==> src/rtl/clock_pkg.sv <==
// Shared types and limits for the time-entry controller: FSM states, field
// encoding, BCD digit limits and small decode helpers.
package clock_pkg;

  typedef enum logic [2:0] {
    StIdle,
    StHTens,
    StHOnes,
    StMTens,
    StMOnes
  } state_e;

  typedef enum logic [1:0] {
    FieldHt = 2'd0,
    FieldHo = 2'd1,
    FieldMt = 2'd2,
    FieldMo = 2'd3
  } field_e;

  localparam logic [3:0] HT_MAX       = 4'd2;
  localparam logic [3:0] HO_MAX_24    = 4'd3;
  localparam logic [3:0] HO_MAX       = 4'd9;
  localparam logic [3:0] MT_MAX       = 4'd5;
  localparam logic [3:0] MO_MAX       = 4'd9;
  localparam logic [3:0] PENDING_NONE = 4'hF;

  function automatic field_e state_field(state_e s);
    case (s)
      StHOnes: return FieldHo;
      StMTens: return FieldMt;
      StMOnes: return FieldMo;
      default: return FieldHt;
    endcase
  endfunction

  // Hours-ones is capped at 3 once the hours-tens digit is 2 (24-hour clock).
  function automatic logic [3:0] digit_max(field_e f, logic [3:0] ht);
    case (f)
      FieldHt: return HT_MAX;
      FieldHo: return (ht == HT_MAX) ? HO_MAX_24 : HO_MAX;
      FieldMt: return MT_MAX;
      default: return MO_MAX;
    endcase
  endfunction

  function automatic logic [3:0] onehot_index(logic [9:0] v);
    logic [3:0] idx;
    idx = '0;
    for (int k = 0; k < 10; k++) begin
      if (v[k]) idx = 4'(k);
    end
    return idx;
  endfunction

endpackage

==> src/rtl/key_edge_detect.sv <==
// Registered rising-edge detector: lvl_o is the sampled input, ev_o pulses for
// one cycle in the cycle after an input bit rises.
module key_edge_detect #(
  parameter int unsigned Width = 13
) (
  input  logic             clk,
  input  logic             reset,
  input  logic [Width-1:0] din_i,
  output logic [Width-1:0] lvl_o,
  output logic [Width-1:0] ev_o
);

  logic [Width-1:0] lvl_q, ev_q;

  always_ff @(posedge clk) begin
    if (reset) begin
      lvl_q <= '0;
      ev_q  <= '0;
    end else begin
      lvl_q <= din_i;
      ev_q  <= din_i & ~lvl_q;
    end
  end

  assign lvl_o = lvl_q;
  assign ev_o  = ev_q;

endmodule

==> src/rtl/time_entry_controller.sv <==
// HH:MM entry sequencer from keyboard-decoder levels into clock/alarm BCD registers.
// Optional ENTRY_TIMEOUT_EN abandons an entry after TIMEOUT_CYCLES idle cycles.
module time_entry_controller
  import clock_pkg::*;
#(
  parameter int unsigned TIMEOUT_CYCLES = 50_000_000
) (
  input  logic        clk,
  input  logic        reset,
  input  logic [9:0]  num,
  input  logic        enter,
  input  logic        c,
  input  logic        a,
  output logic        set_time,
  output logic [15:0] time_bcd,
  output logic [15:0] alarm_bcd,
  output logic        alarm_valid,
  output logic        busy,
  output logic [1:0]  field,
  output logic [3:0]  pending,
  output logic        err
);

  logic [12:0] key_lvl, key_ev;

  key_edge_detect #(
    .Width(13)
  ) u_key_edge (
    .clk  (clk),
    .reset(reset),
    .din_i({num, enter, c, a}),
    .lvl_o(key_lvl),
    .ev_o (key_ev)
  );

  logic [9:0] num_lvl;
  logic       num_ev, enter_ev, c_ev, a_ev;
  assign num_lvl  = key_lvl[12:3];
  assign num_ev   = |key_ev[12:3];
  assign enter_ev = key_ev[2];
  assign c_ev     = key_ev[1];
  assign a_ev     = key_ev[0];

  logic unused_lvl;
  assign unused_lvl = ^key_lvl[2:0];

  state_e      state_q, state_d;
  logic        alarm_mode_q, alarm_mode_d;
  logic [15:0] shadow_q, shadow_d;
  logic [3:0]  pending_q, pending_d;
  logic        set_time_q, set_time_d;
  logic [15:0] time_bcd_q, time_bcd_d;
  logic [15:0] alarm_bcd_q, alarm_bcd_d;
  logic        alarm_valid_q, alarm_valid_d;
  logic        err_q, err_d;

  field_e     cur_field;
  logic [3:0] digit;
  logic       timeout;
  assign cur_field = state_field(state_q);
  assign digit     = onehot_index(num_lvl);

`ifdef ENTRY_TIMEOUT_EN
  localparam int unsigned CntW = (TIMEOUT_CYCLES > 1) ? $clog2(TIMEOUT_CYCLES) : 1;
  localparam logic [CntW-1:0] CntMax = CntW'(TIMEOUT_CYCLES - 1);

  logic            any_ev;
  logic [CntW-1:0] cnt_q;
  assign any_ev = |key_ev;

  // Cleared by any event, so restarts and field advances also rearm it.
  always_ff @(posedge clk) begin
    if (reset || any_ev || (state_q == StIdle)) begin
      cnt_q <= '0;
    end else if (cnt_q != CntMax) begin
      cnt_q <= cnt_q + 1'b1;
    end
  end

  assign timeout = (state_q != StIdle) && !any_ev && (cnt_q == CntMax);
`else
  logic unused_timeout;
  assign unused_timeout = ^TIMEOUT_CYCLES;
  assign timeout = 1'b0;
`endif

  always_comb begin
    state_d       = state_q;
    alarm_mode_d  = alarm_mode_q;
    shadow_d      = shadow_q;
    pending_d     = pending_q;
    set_time_d    = 1'b0;
    time_bcd_d    = time_bcd_q;
    alarm_bcd_d   = alarm_bcd_q;
    alarm_valid_d = alarm_valid_q;
    err_d         = 1'b0;

    // Mode keys win everywhere, idle or mid-entry; lower events that cycle are dropped.
    if (c_ev || a_ev) begin
      state_d      = StHTens;
      alarm_mode_d = c_ev;
      shadow_d     = '0;
      pending_d    = PENDING_NONE;
    end else if (state_q != StIdle) begin
      if (enter_ev) begin
        if (pending_q == PENDING_NONE) begin
          err_d = 1'b1;
        end else begin
          pending_d = PENDING_NONE;
          unique case (cur_field)
            FieldHt: begin shadow_d[15:12] = pending_q; state_d = StHOnes; end
            FieldHo: begin shadow_d[11:8]  = pending_q; state_d = StMTens; end
            FieldMt: begin shadow_d[7:4]   = pending_q; state_d = StMOnes; end
            FieldMo: begin shadow_d[3:0]   = pending_q; state_d = StIdle;  end
          endcase
          if (cur_field == FieldMo) begin
            if (alarm_mode_q) begin
              alarm_bcd_d   = shadow_d;
              alarm_valid_d = 1'b1;
            end else begin
              set_time_d = 1'b1;
              time_bcd_d = shadow_d;
            end
          end
        end
      end else if (num_ev) begin
        if (!$onehot(num_lvl) || (digit > digit_max(cur_field, shadow_q[15:12]))) begin
          err_d = 1'b1;
        end else begin
          pending_d = digit;
        end
      end else if (timeout) begin
        state_d   = StIdle;
        err_d     = 1'b1;
        shadow_d  = '0;
        pending_d = PENDING_NONE;
      end
    end
  end

  always_ff @(posedge clk) begin
    if (reset) begin
      state_q       <= StIdle;
      alarm_mode_q  <= 1'b0;
      shadow_q      <= '0;
      pending_q     <= PENDING_NONE;
      set_time_q    <= 1'b0;
      time_bcd_q    <= '0;
      alarm_bcd_q   <= '0;
      alarm_valid_q <= 1'b0;
      err_q         <= 1'b0;
    end else begin
      state_q       <= state_d;
      alarm_mode_q  <= alarm_mode_d;
      shadow_q      <= shadow_d;
      pending_q     <= pending_d;
      set_time_q    <= set_time_d;
      time_bcd_q    <= time_bcd_d;
      alarm_bcd_q   <= alarm_bcd_d;
      alarm_valid_q <= alarm_valid_d;
      err_q         <= err_d;
    end
  end

  assign set_time    = set_time_q;
  assign time_bcd    = time_bcd_q;
  assign alarm_bcd   = alarm_bcd_q;
  assign alarm_valid = alarm_valid_q;
  assign busy        = (state_q != StIdle);
  assign field       = cur_field;
  assign pending     = pending_q;
  assign err         = err_q;

endmodule

==> config.mk <==
export PLATFORM = sky130hd
export DESIGN_NAME = time_entry_controller
export DESIGN_NICKNAME = d
export VERILOG_FILES = /design/src/rtl/clock_pkg.sv /design/src/rtl/key_edge_detect.sv /design/src/rtl/time_entry_controller.sv
export SDC_FILE = /design/constraint.sdc
export NUM_CORES = 1
export LEC_CHECK = 0
export ABC_AREA = 1
export BUFFER_PORTS_ARGS = -buffer_cell sky130_fd_sc_hd__buf_2
export CAP_MARGIN = 20
export CORE_MARGIN = 8
export CORE_UTILIZATION = 40
export CTS_CLUSTER_SIZE = 16
export DETAILED_ROUTE_END_ITERATION = 10
export PLACE_DENSITY = 0.65
export SKIP_CTS_REPAIR_TIMING = 1
export SLEW_MARGIN = 40
export SYNTH_ARGS = -nofsm -noshare
export SYNTH_HDL_FRONTEND = slang
export SYNTH_SLANG_ARGS = --single-unit
==> constraint.sdc <==
create_clock -name clk -period 10.5 [get_ports clk]
set_clock_uncertainty 0.2 [all_clocks]
set_input_delay 1.05 -clock clk [delete_from_list [all_inputs] [get_ports clk]]
set_output_delay 1.05 -clock clk [all_outputs]
set_load 0.005 [all_outputs]
# Word-level counts from Yosys, hierarchy flattened
# Cells that the tools add are included.
# word_totals
inputBits	15
word_cells	93
reg_bits	85
# classes
n_lt_le_gt_ge	1
muxes	34
reduce_logical	17
n_bitwise	8
eq_ne	12
addsub	9
# ops
cell	count
two-way mux 4 bit	21
AND 13 bit	1
NOT 13 bit	1
case mux 3 bit (4 select lines)	1
case mux 4 bit (3 select lines)	1
AND reduction 6 bit	2
adder 1 x 1 -> 2 bit	5
two-way mux 1 bit	10
OR reduction 10 bit	1
adder 2 x 2 -> 3 bit	2
== test 3 x 2 -> 1 bit (second input constant)	2
NOT 1 bit	6
case mux 2 bit (3 select lines)	1
AND reduction 3 bit	2
nonzero test 2 bit	3
OR reduction 6 bit	1
adder 3 x 3 -> 4 bit	1
adder 4 x 2 -> 4 bit	1
== test 2 bit (second input constant)	2
== test 4 x 1 -> 1 bit (second input constant)	1
== test 4 x 2 -> 1 bit (second input constant)	1
== test 4 bit (second input constant)	1
greater-than comparator 4 bit	1
inequality test 2 bit (second input constant)	2
10 further kinds	11

# Longest topological paths before layout
# logic_depth
word_depth	14
depth_mapped	20
depth_no_buf	20

# By module
# From an unflattened synthesis, not the netlist that was laid out.
# hier_totals
hier_cells	471
area_unflattened_um2	3530.9
# modules_own_cells
mod	area_per_inst_um2	cells_each	n_inst
time_entry_controller	2844.0	404	1
key_edge_detect	686.9	67	1

# Worst setup path after synthesis
# No wires, ideal clock.
# synth_path
path_type	register to register
startpoint	register u_key_edge.lvl_q[3], in the netlist u_key_edge.lvl_o[3]
endpoint	register pending_q[0], in the netlist pending[0]
n_path_buf	0
setup_time_ps	123
arrival_time_ps	3028
required_time_ps	10177
path_stages_with_launch	16
setup_slack_ps	7149
path_cell_list	dfxtp_1 -> fa_1 -> fa_1 -> inv_1 -> fa_1 -> inv_1 -> ha_1 -> inv_1 -> fa_1 -> nand3_1 -> nor2_1 -> nand2_1 -> nand2_1 -> nand2_2 -> nand2_1 -> nand3_1
# synth_between
elab_chain_cells	9
# synth_rtl
item	line	rtl
start, declared	key_edge_detect.sv:13	logic [Width-1:0] lvl_q, ev_q;
start signal, assigned	key_edge_detect.sv:20	lvl_q <= din_i;
adder 1 x 1 -> 2 bit (implied by the code)	time_entry_controller.sv:127	if (!$onehot(num_lvl) || (digit > digit_max(cur_field, shadow_q[15:12]))) begin
adder 2 x 2 -> 3 bit (implied by the code)	time_entry_controller.sv:127	
adder 3 x 3 -> 4 bit (implied by the code)	time_entry_controller.sv:127	
adder 4 x 2 -> 4 bit (implied by the code)	time_entry_controller.sv:127	
== test 4 x 1 -> 1 bit	time_entry_controller.sv:127	
logical NOT 1 bit	time_entry_controller.sv:127	
logical OR 1 bit	time_entry_controller.sv:127	
inequality test 2 x 1 -> 1 bit (no line)	n/a	
AND reduction 4 bit (no line)	n/a	
end signal, assigned	time_entry_controller.sv:156	pending_q <= pending_d;
end, declared	time_entry_controller.sv:50	logic [3:0] pending_q, pending_d;
# Every way passes these cells.
# A chain may end at the register's enable or synchronous reset.

# Worst setup path in the final report
# layout_path
startpoint	register u_key_edge.lvl_q[6], in the netlist u_key_edge.lvl_o[6]
endpoint	register pending_q[0], in the netlist pending[0]
# layout_between
elab_chain_cells	11
elab_cells_between_ends	20
cone_classes	4 x add/sub; 1 x order compare; 2 x eq/ne; 10 x mux; 3 x reduce/logical
# layout_rtl
item
branches (longest 11 deep; another with adder 3 x 3 -> 4 bit)
# Parallel ways; which one is timed is not known. The select of a mux whose other input is x is not followed.

==> results.md <==
- First-pass GRT wire length: 13.2 mm
- P_int: 0.442 mW
- PortBufs: 56
- Startpoint types: flip-flop
- P_leak: about 1.9 nW
- Slowest stage delay, CP: 0.51 ns
- Total of max-cap violations: 0
- Clock root cell: clkbuf_8
- Outcome: finished, final reports clean
- CP most frequent cell: fa_1
- Cells after synthesis: about 470
- Required time worst endpoint: between 10 and 15 ns
- Final hold slack: 0.196 ns
- Final Hold Fails: 0
- Synthesized area: 3600 sq um
- Die Span X: 111 microns
- CP Class: flip-flop to flip-flop
- Max Slew Vio Count: 0
- Most frequent cells in the layout: nor2_1 (92), dfxtp_1 (85), nand2_1 (62)
- Reg2Reg Setup Slack: 6.89 ns
- M1 GR Usage: 15.8%
- Die Footprint: 12300 sq um
- Post-synthesis cell type count: 28
- Most common cell after layout, fill and taps aside: nor2_1
- Tcrit/Tclk final: between 30% and 40%
- Worst Path Arrival: between 3 and 4 ns
- H-Tree Level Count: 3
- Nets: 539
- Clock transition at path regs: 0.09 ns
- CP bufs+invs: 3
- Critical Path End Type: flip-flop
- Vias in the first global route: 2878
- Clk buf depth: 2
- Power Density: approximately 150 nW/um^2
- Switch Pwr: 0.168 mW
- Logic pwr share: 10.3%
- Largest net degree at the start of global routing: 34
- Clock sinks: 85
- Post-Syn Nets: 492
- Met3 GRT Util: 4.33%
- Top delay family on crit path: adder cells
- Final wirelength: 7.70 mm
- Max transition margin: 47.0%
- Starting Density: 41.3%
- CP cell instances: fa_1, fa_1, inv_1, fa_1, inv_1, ha_1, inv_1, fa_1, nor2_1, a21oi_1, nor2_1, nand2_1, nand2_1, nand2_2, nand2_1, nand3_1
- Antenna cells: 0
- Post-route DRC violation count: 0
- # fillers: 881
- RSZ-0062 raised after global routing: no
- Placed Cells: 609
- Vias: 2974
- Initial DRC Count: 135
- Routed vias/inst: 4.76
- Die height: 111 microns
- Period minus WS final: 3.61 ns
- Initial antenna violation count: 0
- Post-Place Cell Area: 3890 sq um
- Mapped Avg Cell Area: 7.75 sq um
- Sequential power share: 54.9%
- Slew at the pin with the worst max-slew slack: 0.794 ns
- Switching Share: 27.6%
- Hold WC Path Type: flip-flop to flip-flop
- CP max FO: 5
- GR peak layer: met2
- Critical Path Source: u_key_edge.lvl_o[6]$_SDFF_PP0_
- Finished Cell Area: 4080 sq um
- Syn. warnings: 0
- Wirelength per Cell: approximately 12 microns
- Core Region: between 8000 and 9000 sq um
- Share of cells above drive strength 1: 20.1%
- Count of final setup violators: 0
- Met2 GRT Util: roughly 20%
- Row count: 34
- Fmax: 277 MHz
- Clock Latency Late Sink: 0.35 ns
- Min-delay src: u_key_edge.lvl_o[2]$_SDFF_PP0_
- Post-Route Setup TNS: 0 ns
- Grt ovf: 0
- FF-to-FF Start: u_key_edge.lvl_o[6]$_SDFF_PP0_
- Clock power frac: 34.8%
- #FFs+latches synth: 85
- Tot GR Track Use: between 10% and 20%
- Placer congestion estimate: 0.787
- CTS Buf Count: 9
- Final Non-Filler Cells: around 630
- IO Count: 57
- DRT antenna net count: 0
- Worst path slowest cell: fa_1
- HPWL after DPL: 5.75 mm
- Worst vdd ir: ~0.09 mV
- Area Overhead vs Synth: 13.2%
- Drt pass-1 iters: 4
- CTS tree: built
- Sequential area share after synthesis: 47.2%
## worst register-to-register path: cells and delay by family, from the launching register on
family          cells  cell delay [ns]
compound gates      1             0.07
fa+ha+maj           5             1.94
flops               1             0.40
simple gates        7             0.69
buf+inv             3             0.17
## stage by stage
stage	total power, mW	setup WS, ns	utilization [%]
global route	0.644	6.63	46.7
detailed placement	0.406	6.91	44.6
finish	0.610	6.89	46.7
global placement	0.404	6.99	44.6
floorplan	0.389	7.15	-
CTS	0.619	6.89	46.7
## Yosys cell counts
cell type / count / area, sq um
nand2_4: 1 / 11.3
buf_2: 3 / 15.0
buf_1: 3 / 11.3
inv_2: 5 / 18.8
nor2_1: 93 / 349
o21ai_2: 11 / 96.3
o21ai_0: 46 / 230
inv_1: 58 / 218
nor2_2: 2 / 12.5
o21ai_1: 4 / 20.0
nand3_1: 16 / 80.1
buf_4: 4 / 30.0
nand4_2: 2 / 25.0
nand2_1: 62 / 233
o211ai_1: 4 / 30.0
a21oi_1: 19 / 95.1
nor2_4: 1 / 11.3
buf_6: 4 / 45.0
a21oi_2: 3 / 26.3
clkbuf_2: 3 / 15.0
dfxtp_1: 85 / 1700
nor3_1: 14 / 70.1
fa_1: 6 / 120
nand3_2: 2 / 20.0
clkbuf_1: 3 / 11.3
nand4_1: 1 / 6.26
nand2_2: 4 / 25.0
ha_1: 6 / 75.1
## layout make-up
class                   count  area, sq um  share of cell area [%]
clock buffers               9          124                    3.04
clock inverters             7         60.1                    1.47
inverters                  63          236                    5.80
multi-input cells         297         1540                    37.8
flip-flops and latches     85         1700                    41.7
well taps                 108          135                    3.31
repair buffers             56          280                    6.88
## metal layers
layer	part of all wire, %	up-vias
li1	-	1563
met1	47	1319
met2	45	82
met3	7.2	10
met4	1.1	0
met5	0	-
## state kept, by name, indices dropped and copies added (netlist names)
signal	flops
err	1
state_q	3
pending	4
u_key_edge.lvl_o	13
set_time	1
u_key_edge.ev_o	13
shadow_q	16
alarm_valid	1
alarm_bcd	16
alarm_mode_q	1
time_bcd	16
## power by group through the flow
| stage | clock, mW | combinational, mW | sequential, mW |
|---|---|---|---|
| after CTS | 0.220 | 0.0637 | 0.335 |
| after global routing | 0.233 | 0.0745 | 0.336 |
| after global placement | 0 | 0.0613 | 0.342 |
| after detailed placement | 0 | 0.0634 | 0.343 |
| final | 0.212 | 0.0627 | 0.335 |
| after floorplan | 0 | 0.0482 | 0.341 |
## cell families after synthesis
logic type | synth area share, %
AO/OA/AOI/OAI | 13.8
adder cells (fa/ha/maj) | 5.42
flip-flops | 47.2
AND/OR/NAND/NOR | 23.4
buffers and inverters | 10.1
## final timing paths
check / depth (start not counted) / end
setup / recovery: 16 / pending[0]$_SDFFE_PP1P_
hold / removal: 1 / u_key_edge.ev_o[2]$_SDFF_PP0_
hold reg to reg: 1 / u_key_edge.ev_o[2]$_SDFF_PP0_
setup reg to reg: 16 / pending[0]$_SDFFE_PP1P_
No activity file was read; power rests on OpenSTA's default activity.
